$ cat config.mk
export PLATFORM = sky130hd
export DESIGN_NAME = cv_countacc
export DESIGN_NICKNAME = d
export VERILOG_FILES = /design/src/rtl/cv_countacc.sv
export SDC_FILE = /design/constraint.sdc
export NUM_CORES = 1
export LEC_CHECK = 0
export BUFFER_PORTS_ARGS = -buffer_cell sky130_fd_sc_hd__clkbuf_2
export CELL_PAD_IN_SITES_DETAIL_PLACEMENT = 1
export CELL_PAD_IN_SITES_GLOBAL_PLACEMENT = 1
export CORE_UTILIZATION = 43
export DETAILED_ROUTE_END_ITERATION = 8
export HOLD_SLACK_MARGIN = 0.05
export PLACE_DENSITY_LB_ADDON = 0.1
export SLEW_MARGIN = 20
export SYNTH_ARGS = -nofsm -noshare
export SYNTH_HDL_FRONTEND = slang
export SYNTH_SLANG_ARGS = --single-unit
$ cat constraint.sdc
create_clock -name clk -period 3 [get_ports clk]
set_clock_uncertainty 0.15 [all_clocks]
set_input_delay 0.15 -clock clk [delete_from_list [all_inputs] [get_ports clk]]
set_output_delay 0.15 -clock clk [all_outputs]
set_load 0.05 [all_outputs]
$ cat src/rtl/cv_countacc.sv
// cv_countacc: frame accumulator for per-word bit counts.
// Sums in_cnt over the accepted beats of a frame (closed by in_last), counts
// the beats, and presents saturating totals on a held valid/ready output.
module cv_countacc #(
  parameter int CSIZE = 3,
  parameter int ASIZE = 16
) (
  input  logic             clk,
  input  logic             rst,
  input  logic             in_valid,
  output logic             in_ready,
  input  logic [CSIZE-1:0] in_cnt,
  input  logic             in_last,
  output logic             out_valid,
  input  logic             out_ready,
  output logic [ASIZE-1:0] out_sum,
  output logic [ASIZE-1:0] out_beats,
  output logic             out_sat
);

  typedef enum logic [0:0] {
    ST_ACC  = 1'b0,
    ST_HOLD = 1'b1
  } state_e;

  localparam logic [ASIZE-1:0] ACC_MAX = {ASIZE{1'b1}};

  state_e           state_q;
  logic [ASIZE-1:0] acc_sum_q;
  logic [ASIZE-1:0] acc_beats_q;
  logic             acc_sat_q;
  logic [ASIZE-1:0] out_sum_q;
  logic [ASIZE-1:0] out_beats_q;
  logic             out_sat_q;

  logic [ASIZE:0]   sum_ext_s;
  logic [ASIZE:0]   beats_ext_s;
  logic [ASIZE-1:0] sum_d;
  logic [ASIZE-1:0] beats_d;
  logic             sat_d;

  // Saturating add. Returns {overflow, result}; on overflow the result is
  // clamped to the all-ones maximum, so a clamped value stays clamped.
  function automatic logic [ASIZE:0] sat_add(input logic [ASIZE-1:0] a,
                                             input logic [ASIZE:0]   b);
    logic [ASIZE:0] raw;
    raw = {1'b0, a} + b;
    if (raw[ASIZE]) begin
      sat_add = {1'b1, ACC_MAX};
    end else begin
      sat_add = raw;
    end
  endfunction

  // Handshake flags are decoded from state only (no input-to-output path).
  assign in_ready  = (state_q == ST_ACC);
  assign out_valid = (state_q == ST_HOLD);
  assign out_sum   = out_sum_q;
  assign out_beats = out_beats_q;
  assign out_sat   = out_sat_q;

  // Next accumulator values if the current beat is accepted.
  always_comb begin
    sum_ext_s   = sat_add(acc_sum_q, {{(ASIZE + 1 - CSIZE){1'b0}}, in_cnt});
    beats_ext_s = sat_add(acc_beats_q, {{ASIZE{1'b0}}, 1'b1});
    sum_d       = sum_ext_s[ASIZE-1:0];
    beats_d     = beats_ext_s[ASIZE-1:0];
    sat_d       = acc_sat_q | sum_ext_s[ASIZE] | beats_ext_s[ASIZE];
  end

  // Frame FSM: accumulate in ACC, present and hold the result in HOLD.
  always_ff @(posedge clk) begin
    if (rst) begin
      state_q     <= ST_ACC;
      acc_sum_q   <= {ASIZE{1'b0}};
      acc_beats_q <= {ASIZE{1'b0}};
      acc_sat_q   <= 1'b0;
      out_sum_q   <= {ASIZE{1'b0}};
      out_beats_q <= {ASIZE{1'b0}};
      out_sat_q   <= 1'b0;
    end else begin
      case (state_q)
        ST_ACC: begin
          if (in_valid) begin
            if (in_last) begin
              // Closing beat: its own count is included in the result.
              out_sum_q   <= sum_d;
              out_beats_q <= beats_d;
              out_sat_q   <= sat_d;
              acc_sum_q   <= {ASIZE{1'b0}};
              acc_beats_q <= {ASIZE{1'b0}};
              acc_sat_q   <= 1'b0;
              state_q     <= ST_HOLD;
            end else begin
              acc_sum_q   <= sum_d;
              acc_beats_q <= beats_d;
              acc_sat_q   <= sat_d;
            end
          end
        end
        ST_HOLD: begin
          // Result registers keep their values after transfer.
          if (out_ready) begin
            state_q <= ST_ACC;
          end
        end
        default: begin
          state_q <= ST_ACC;
        end
      endcase
    end
  end

endmodule

==> run metrics <==
layout net count=443; area delta synth->final=15.6%; Setup TNS Final=0 ns; Vias per Instance=5.71; max_slew headroom=41.1%; wire per inst=17.4 um; Yosys top cell area share=41.4%; Synth area leader=dfxtp_1; DR iter-0 viols=135; starting density of the core=44.6%; critical-path maximum fanout=5; Core Area=7250 um^2; Cell Chain, Critical Path=ha_1 > a211oi_1 > nor3_1 > and4_1 > xnor2_1 > a211oi_1; Worst-path clk slew=0.08 ns; Slowest-stage cell, CP=a211oi_1; first-pass GRT wire length=15000 um; Post-synth EDFFs=0; Buf/Inv on CP=0; worst vdd ir=0.311 mV; Tot GR Track Use=25.4%; Worst Tran Pin Value=0.878 ns; Final period util=85.9%; Mapped Cells=386; crit path DAT=2.70 ns; hold-fix buffer count after cts=3; Netlist Area Pre-Place=3240 um^2; most common library cells after synthesis=dfxtp_1 (67), nor2_1 (57), a21oi_1 (28), nor3_1 (25), o21ai_0 (23); Post-CTS Repair Setup Buffers=0; Slew Limit Fails=0; syn_area_per_cell=8.39 um^2; Post-Route Utilization=51.6%; initial antenna violation count=0; largest net degree at the start of global routing=34; slowest stage delay, CP=0.72 ns; post-synthesis async set-or-reset flop share=0%; post_cts resized=0; crit path capture type=flip-flop; Power Density=507 nW/um^2; FILL cells=934; DRC viols=0; CTS Buffer Depth=2; DP HPWL=6610 um; Crit path required time=3.12 ns; total gr overflow=0; Synth area leaders=dfxtp_1 (41%), nor2_1 (6.6%), a211oi_1 (4.4%); root buffer cell=clkbuf_8; IO buf count=42; CP Class=flip-flop to flip-flop; clock period minus worst slack=2.58 ns; clock latency on the worst-skew pair=0.35 ns; Max-Cap Viols=0; number of global-route vias before repair=2964; die width=88.8 um; RSZ-0062 raised after global routing=no; num rows=31; Final Hold Vio Count=0; post-synthesis register bit count=67; Syn Nets=399; FMAX=388 MHz; Warnings, synthesis=0; CTS tree=yes; via count=3049; Detail Route Antenna Nets=0; Top FF cell, synth=dfxtp_1; cell mode on critical path=a211oi_1; Top Family by Delay on Critical Path=compound AO/OA/AOI/OAI gates; multi-input logic area=1740 um^2; final design instance area without fill=3740 um^2; die area=7880 um^2; die height=88.8 um; share of cells above drive strength 1=18.2%; Inserted Clock Buffers=9; GPL Wtd Cong=0.858; worst hold path class=input port to flip-flop; Reg area=1340 um^2; static leakage=1.44 nW; Cell variety after synth=50; sequential share of the synthesized area=41.4%; top-count cell post-synth=dfxtp_1; setup violators final=0; DP Area=3530 um^2; I/O pin cnt=43; number of diodes=0; WL final=9300 um; H-tree levels=3; # clock sinks=67; status=completed; crit start category=flip-flop; Pre-antenna DRT Iters=4
==> report_power, final <==
part	internal, mW	leakage [nW]	switching, mW
registers	0.919	0.545	0.0176
logic	0.0693	0.813	0.199
clock network	0.320	0.0843	0.371
total	1.31	1.44	0.588
==> routing by layer <==
layer  GRT usage, %  up-vias  share of wire, %
met2           39.7       71                44
met1           35.3     1468                51
met5              0        -                 0
met3           4.48       13               3.7
li1               -     1497                 -
met4           8.80        0               1.6
==> area by class of cell <==
cell class                      count  area share (%)
Sequential cell                    67            35.9
Tap cell                           99            3.31
Clock buffer                       10            3.68
Clock inverter                      6            1.10
Inverter                            8           0.803
Multi-Input combinational cell    288            46.6
Timing Repair Buffer               56            8.63
==> flip-flops by register name, indices dropped and copies added (netlist names) <==
signal,count
out_valid,1
out_beats,16
out_sum,16
acc_beats_q,16
acc_sat_q,1
out_sat,1
acc_sum_q,16
==> cell usage in the layout (no fill, tap or decap), drive strengths merged, types with 9 or more instances in the layout <==
master  Yosys  final
dfxtp      67     67
and3        9      9
a311oi     10     10
a211oi     20     20
buf         7     11
and4        9      9
nand3      11     11
nor2       57     57
a21oi      28     28
o21ai      23     23
clkbuf     15     52
nor3       27     27
xnor2      14     14
nand2      22     22
==> worst register-to-register path: stages, from the launching register on <==
cell,delay [ns]
dfxtp_1,0.38
ha_1,0.26
a211oi_1,0.72
nor3_1,0.29
and4_1,0.34
xnor2_1,0.14
a211oi_1,0.22
==> path summary, 6_finish.rpt <==
path	start	end	slack, ns	cells after the start
max	acc_sum_q[1]$_SDFFE_PP0P_	out_sum[11]$_SDFFE_PP0P_	0.42	6
min	in_cnt[0]	acc_sum_q[0]$_SDFFE_PP0P_	0.08	4
max reg2reg	acc_sum_q[1]$_SDFFE_PP0P_	out_sum[11]$_SDFFE_PP0P_	0.42	6
min reg2reg	acc_sum_q[2]$_SDFFE_PP0P_	acc_sum_q[2]$_SDFFE_PP0P_	0.30	2
==> metrics by stage <==
step | instances | setup slack (ns) | hold slack (ns) | power, mW
2_1_floorplan | 386 | 0.872 | 0.158 | 1.15
3_3_place_gp | 515 | 0.585 | 0.272 | 1.22
3_5_place_dp | 515 | 0.480 | 0.276 | 1.22
4_1_cts | 534 | 0.410 | 0.0751 | 1.91
5_1_grt | 534 | 0.234 | 0.112 | 1.97
6_report | 534 | 0.422 | 0.0786 | 1.90
==> kinds of logic (layout without fill, tap and decap cells) <==
logic type                 Yosys count  count (layout)  synth area share (%)
and+or+nand+nor                    165             165                  26.8
AOI/OAI and AO/OA                   96              96                  18.9
DFF                                 67              67                  41.4
buffers and inverters               31              80                  4.68
xor gates and xnor gates            20              20                  5.41
adders and majority gates            5               5                  2.16
muxes                                2               2                 0.619
(Power assumes the default switching activity.)
